<file path="src/rtl/regfile_pkg.sv">
// Shared constants and helpers for the parametrised register file.
//   byte_lanes(width) : number of 8-bit lanes in a data word
//   addr_width(depth) : address width needed to index depth registers
//   ZERO_REG          : index of the hardwired-zero register
package regfile_pkg;

    localparam int unsigned ZERO_REG = 0;

    // Byte lanes per data word (width is a multiple of 8).
    function automatic int unsigned byte_lanes(input int unsigned width);
        return width / 8;
    endfunction

    // Address width for a register file of the given depth (at least 1 bit).
    function automatic int unsigned addr_width(input int unsigned depth);
        return (depth <= 1) ? 1 : $clog2(depth);
    endfunction

endpackage

</file>
<file path="src/rtl/reg_group_param.sv">
// One WIDTH-bit register with per-byte write enables and a synchronous clear.
//   clk : rising-edge clock
//   clr : synchronous clear, active-high, wins over be
//   be  : byte-lane write enables
//   d   : write data
//   q   : stored value
module reg_group_param
    import regfile_pkg::*;
#(
    parameter  int unsigned WIDTH = 32,
    localparam int unsigned NB    = byte_lanes(WIDTH)
) (
    input  logic             clk,
    input  logic             clr,
    input  logic [NB-1:0]    be,
    input  logic [WIDTH-1:0] d,
    output logic [WIDTH-1:0] q
);

    // Lanes without an enable hold their value.
    always_ff @(posedge clk) begin
        if (clr) begin
            q <= '0;
        end else begin
            for (int unsigned b = 0; b < NB; b++) begin
                if (be[b]) begin
                    q[8*b +: 8] <= d[8*b +: 8];
                end
            end
        end
    end

endmodule

</file>
<file path="src/rtl/regfile_param.sv">
// DEPTH x WIDTH register file: two combinational read ports, one byte-masked
// write port, register 0 hardwired to zero, optional write-to-read bypass and
// a per-register busy scoreboard (reserve at issue, release on writeback).
//   clk, rst           : clock, synchronous active-high reset
//   we/waddr/wbe/wdata : writeback port
//   raddrN/rdataN      : read ports (combinational data)
//   rsN_busy           : register at raddrN is reserved (combinational)
//   rsv_en/rsv_addr    : reservation port
//   busy_cnt           : registered count of busy registers
//   wr_unrsv           : registered pulse, previous write hit a non-busy register
module regfile_param
    import regfile_pkg::*;
#(
    parameter  int unsigned WIDTH  = 32,
    parameter  int unsigned DEPTH  = 32,
    parameter  bit          BYPASS = 1'b1,
    localparam int unsigned ADDR_W = addr_width(DEPTH),
    localparam int unsigned NB     = byte_lanes(WIDTH)
) (
    input  logic              clk,
    input  logic              rst,
    input  logic              we,
    input  logic [ADDR_W-1:0] waddr,
    input  logic [NB-1:0]     wbe,
    input  logic [WIDTH-1:0]  wdata,
    input  logic [ADDR_W-1:0] raddr1,
    output logic [WIDTH-1:0]  rdata1,
    output logic              rs1_busy,
    input  logic [ADDR_W-1:0] raddr2,
    output logic [WIDTH-1:0]  rdata2,
    output logic              rs2_busy,
    input  logic              rsv_en,
    input  logic [ADDR_W-1:0] rsv_addr,
    output logic [ADDR_W:0]   busy_cnt,
    output logic              wr_unrsv
);

    localparam logic [ADDR_W:0]   DEPTH_W = (ADDR_W+1)'(DEPTH);
    localparam logic [ADDR_W-1:0] ZERO_A  = ADDR_W'(ZERO_REG);

    // Address names a real, writable register (not r0, not past DEPTH).
    function automatic logic addr_ok(input logic [ADDR_W-1:0] a);
        return (a != ZERO_A) && ({1'b0, a} < DEPTH_W);
    endfunction

    // Replace the enabled byte lanes of old_v with new_v.
    function automatic logic [WIDTH-1:0] lane_merge(input logic [WIDTH-1:0] old_v,
                                                    input logic [WIDTH-1:0] new_v,
                                                    input logic [NB-1:0]    be);
        logic [WIDTH-1:0] r;
        r = old_v;
        for (int unsigned b = 0; b < NB; b++) begin
            if (be[b]) begin
                r[8*b +: 8] = new_v[8*b +: 8];
            end
        end
        return r;
    endfunction

    logic                 wr_ok;
    logic                 rsv_ok;
    logic [WIDTH-1:0]     mem [DEPTH];
    logic [DEPTH-1:0]     busy;
    logic [DEPTH-1:0]     busy_nxt;
    logic [ADDR_W:0]      cnt_nxt;

    assign wr_ok  = we && addr_ok(waddr);
    assign rsv_ok = rsv_en && addr_ok(rsv_addr);

    // Storage: r0 is a constant, every other entry is a byte-enabled register.
    for (genvar i = 0; i < DEPTH; i++) begin : g_reg
        if (i == ZERO_REG) begin : g_zero
            assign mem[i] = '0;
        end else begin : g_store
            reg_group_param #(
                .WIDTH (WIDTH)
            ) u_reg (
                .clk (clk),
                .clr (rst),
                .be  ((wr_ok && (waddr == ADDR_W'(i))) ? wbe : '0),
                .d   (wdata),
                .q   (mem[i])
            );
        end
    end

    // Next busy vector: writeback releases, then a same-cycle reservation wins.
    always_comb begin
        busy_nxt = busy;
        if (wr_ok) begin
            busy_nxt[waddr] = 1'b0;
        end
        if (rsv_ok) begin
            busy_nxt[rsv_addr] = 1'b1;
        end
        busy_nxt[ZERO_REG] = 1'b0;
    end

    // Popcount of the next busy vector.
    always_comb begin
        cnt_nxt = '0;
        for (int unsigned i = 0; i < DEPTH; i++) begin
            cnt_nxt = cnt_nxt + (ADDR_W+1)'(busy_nxt[i]);
        end
    end

    // Scoreboard state and status outputs.
    always_ff @(posedge clk) begin
        if (rst) begin
            busy     <= '0;
            busy_cnt <= '0;
            wr_unrsv <= 1'b0;
        end else begin
            busy     <= busy_nxt;
            busy_cnt <= cnt_nxt;
            wr_unrsv <= wr_ok && !busy[waddr];
        end
    end

    // Read port 1 with optional bypass of the in-flight write.
    always_comb begin
        rdata1   = '0;
        rs1_busy = 1'b0;
        if (addr_ok(raddr1)) begin
            rdata1   = mem[raddr1];
            rs1_busy = busy[raddr1];
            if (BYPASS && wr_ok && (waddr == raddr1)) begin
                rdata1   = lane_merge(mem[raddr1], wdata, wbe);
                rs1_busy = 1'b0;
            end
        end
    end

    // Read port 2 with optional bypass of the in-flight write.
    always_comb begin
        rdata2   = '0;
        rs2_busy = 1'b0;
        if (addr_ok(raddr2)) begin
            rdata2   = mem[raddr2];
            rs2_busy = busy[raddr2];
            if (BYPASS && wr_ok && (waddr == raddr2)) begin
                rdata2   = lane_merge(mem[raddr2], wdata, wbe);
                rs2_busy = 1'b0;
            end
        end
    end

endmodule

</file>
<file path="config.mk">
export PLATFORM = sky130hd
export DESIGN_NAME = regfile_param
export DESIGN_NICKNAME = d
export VERILOG_FILES = /design/src/rtl/regfile_pkg.sv /design/src/rtl/reg_group_param.sv /design/src/rtl/regfile_param.sv
export SDC_FILE = /design/constraint.sdc
export NUM_CORES = 2
export LEC_CHECK = 0
export CORE_MARGIN = 4
export CORE_UTILIZATION = 45
export DETAILED_ROUTE_END_ITERATION = 12
export SETUP_SLACK_MARGIN = 0.2
export SLEW_MARGIN = 20
export SYNTH_ARGS = -nofsm -noshare
export SYNTH_HDL_FRONTEND = slang
export SYNTH_SLANG_ARGS = --single-unit
export TNS_END_PERCENT = 100
</file>
<file path="constraint.sdc">
create_clock -name clk -period 9.6 [get_ports clk]
set_input_delay 1.92 -clock clk [delete_from_list [all_inputs] [get_ports clk]]
set_output_delay 1.92 -clock clk [all_outputs]
set_load 0.01 [all_outputs]
</file>
==> out/qor.csv <==
stage;metric;value;unit
outcome;outcome;complete, no violations;
sta;Pins Over Slew Limit;0;
floorplanning;FP Rows;129;
pwr;P_leak;0.01986;uW
clocking;clk sinks;1030;
critical_path;critical path type;in -> reg;
sta;final hold violation count;0;
synth;mux share of post-synthesis cell area;0.2264;
sta;setup_tns;0;ps
clocking;clock buffer depth;3;
final_layout;cell area after layout;61890;um^2
drt;vias per cell;6.672;
placed_design;Post-Place Cell Area;58100;um^2
synth;complex-gate fraction of the synthesized area;0.1427;
synth;post-synthesis simple-gate area fraction;0.1929;
final_layout;Nets;6236;
sta;Final setup viols;0;
sta;clk_skew;7.109;ps
placed_design;hpwl dp;144.5;mm
grt;largest net degree at the start of global routing;225;
synth;ys flop type;dfxtp_1;
synth;Post-synth EDFFs;0;
floorplanning;Die Wd;361.9;um
floorplanning;num ports;133;
critical_path;critical path required time;10180;ps
critical_path;crit-path most repeated cell;fa_1;
synth;Synthesized Nets;6509;
clocking;Worst-Skew Late Latency;740;ps
drt;Routed Wire Length;230.3;mm
clocking;Worst-path clk slew;50;ps
min_path;Worst Hold Class;reg -> reg;
critical_path;worst-path fanout max;13;
synth;cells after synthesis;6419;
critical_path;crit end category;register;
synth;yosys warns;0;
clocking;CTS Root Cell;clkbuf_16;
drt;Routed wire per std cell;29.24;um
clocking;postcts setup bufs;0;
synth;largest family of logic cells by synthesized area;multiplexers;
clocking;CTS tree;yes;
final_layout;layout cells sized above 1;0.1474;
critical_path;arrival time at the worst endpoint;8510;ps
critical_path;worst-path cell chain;clkdlybuf4s50_1, nand4_1, nor2_4, nor2b_1, a21oi_1, fa_1, fa_1, fa_1, inv_1, fa_1, inv_1, fa_1, fa_1, inv_1, fa_1, fa_1, a21o_1, a21oi_1, xor2_1, nor2_1;
floorplanning;Core ar.;124000;um^2
final_layout;Area Overhead vs Synth;9.825;%
pwr;Cell Pwr Density;158.7;nW/um^2
sta;f_max;126.0;MHz
synth;Synth Area in Adders;0.009725;
floorplanning;die height;361.9;um
critical_path;Worst path top cell family by delay;adder cells;
clocking;post-cts sizing count;0;
critical_path;Worst setup SP type;input port;
synth;Avg Cell Area, Syn;8.779;um^2
synth;xor/xnor share of the synthesized area;0.002021;
sta;setup ws final;1663;ps
synth;Cell variety after synth;60;
grt;number of global-route vias before repair;49140;
sta;fin crit share;0.8268;
synth;Seq/Total Area, Yosys;0.3659;
synth;Async SR Flop Fraction;0;
placed_design;IO buf count;132;
clocking;CTS buffer count;113;
clocking;cts hold-fix bufs;0;
sta;minimum clock period;7937;ps
synth;synthesized area;56350;um^2
sta;Slew headroom;0.05269;
floorplanning;Starting Density;0.4546;
critical_path;slowest cell on the critical path;clkdlybuf4s50_1;
critical_path;Worst Path Buf+Inv;4;
sta;Slew @ Worst Pin;1421;ps
drt;DR pass1 iterations;7;
drt;Routed Antenna Nets;0;
grt;global-route total usage across every layer;0.3407;
floorplanning;total die area;131000;um^2
pwr;Max IR drop VDD;0.1402;mV
synth;Synth Register Bits;1030;
grt;initial antenna violation count;10;
job;Max-Cap Viols;0;
drt;DR DRC count;0;
drt;DR vias;52560;
placed_design;GP Congestion;0.9391;
drt;drt initial violations;7952;
grt;GRT overflow;0;
clocking;H-tree depth;3;
placed_design;DP Worst Slack;908.0;ps
critical_path;CP peak stage delay;830;ps
grt;first-pass GRT wire length;337.4;mm
sta;RSZ-0062 raised after global routing;false;
## worst register-to-register path, delay by kind of cell (launching register included)
family	cells	cell delay, ps
adders and majority gates	8	3840
DFF	1	330
AOI/OAI and AO/OA	3	640
buffers and inverters	3	160
xor gates and xnor gates	1	160
and+or+nand+nor	2	190
## metal layers
metal	up-vias	global-route usage	share of wire	wire (um)
met5	-	0	0.00020	46
met4	8	0.1718	0.059	13490
met3	681	0.08839	0.12	28420
met2	3424	0.5041	0.43	99640
met1	25700	0.4622	0.39	88720
li1	22750	-	-	-
## cell usage after synthesis, types with 8 or more instances
| cell type | instances | area, um^2 |
|---|---|---|
| a31oi_1 | 12 | 75.07 |
| a21o_1 | 9 | 67.56 |
| a22o_1 | 43 | 376.6 |
| buf_2 | 154 | 770.7 |
| nor2_1 | 129 | 484.2 |
| a21oi_1 | 1088 | 5445 |
| clkbuf_1 | 414 | 1554 |
| a221o_1 | 18 | 180.2 |
| buf_6 | 35 | 394.1 |
| nor2b_1 | 38 | 237.7 |
| dfxtp_1 | 1030 | 20620 |
| nor2_2 | 8 | 50.05 |
| clkbuf_2 | 10 | 50.05 |
| o21ai_0 | 61 | 305.3 |
| nand2_1 | 1261 | 4733 |
| o221ai_1 | 8 | 70.07 |
| fa_1 | 23 | 460.4 |
| a221oi_1 | 69 | 604.3 |
| mux2_2 | 70 | 788.3 |
| buf_1 | 26 | 97.59 |
| mux2i_1 | 194 | 1942 |
| nor3_1 | 10 | 50.05 |
| and2_1 | 10 | 62.56 |
| o21ai_1 | 11 | 55.05 |
| buf_4 | 33 | 247.7 |
| a22oi_1 | 62 | 465.5 |
| inv_1 | 36 | 135.1 |
| xor2_1 | 9 | 78.83 |
| a32oi_1 | 14 | 122.6 |
| mux4_2 | 444 | 10000 |
| nand3_1 | 995 | 4980 |
## cells in the final DEF (no fill, tap or decap), drive strengths merged, types with 43 or more instances in the layout
master         synthesis  final
a21oi               1089   1089
a221oi                69     69
mux2i                194    194
dfxtp               1030   1030
mux2                  70     70
nand3                995    995
a22o                  43     43
mux4                 445    445
clkdlybuf4s50          0    117
buf                  257    172
nor2                 137    137
nand2               1261   1261
o21ai                 72     72
a22oi                 62     62
clkbuf               424    173
## cell type report
type | count | area, um^2
timing repair buffer | 293 | 2703
fill | 11640 | 62070
antenna | 5 | 12.51
multi-input combinational | 4669 | 32590
clock inverter | 36 | 411.6
inverter | 39 | 151.4
tap | 1637 | 2048
clock buffer | 169 | 3351
sequential | 1030 | 20620
## power breakdown
part           internal, uW  total (uW)  switching [uW]
logic                   287        1010             725
registers              4300        4310            15.3
clock network          2590        4500            1910
total                  7170        9820            2650
## state kept, by name, summed over array words and instances, names as in the netlist
name and cells:
busy 31, busy_cnt 6, g.g_store.u_reg.q 992, wr_unrsv 1
## cell families (layout without fill, tap and decap cells)
family                     after synthesis  count (layout)
AOI/OAI and AO/OA                     1429            1429
buffers and inverters                  720             537
DFF                                   1030            1030
other                                    0               5
adders and majority gates               30              30
xor gates and xnor gates                13              13
muxes                                  709             709
and+or+nand+nor                       2488            2488
## stage by stage
step | total power, uW | utilization | std cells | hold WS (ps)
after floorplan | 5020 | - | 6419 | 439.1
after CTS | 9820 | 0.4990 | 7872 | 464.5
after global routing | 10040 | 0.4992 | 7873 | 483.2
after detailed placement | 5382 | 0.4687 | 7667 | 455.8
final | 9820 | 0.4993 | 7878 | 465.5
after global placement | 5382 | 0.4687 | 7667 | 447.2
## final timing paths
check,startpoint,endpoint,slack [ps],cells after the start
hold / removal,g_reg[20].g_store.u_reg.q[3],g_reg[20].g_store.u_reg.q[3],470,2
setup / recovery,waddr[2],busy_cnt[4],1660,20
setup reg to reg,busy[28],busy_cnt[4],4110,17
hold reg to reg,g_reg[20].g_store.u_reg.q[3],g_reg[20].g_store.u_reg.q[3],470,2
Note: power is estimated with default switching activity, not from simulation.
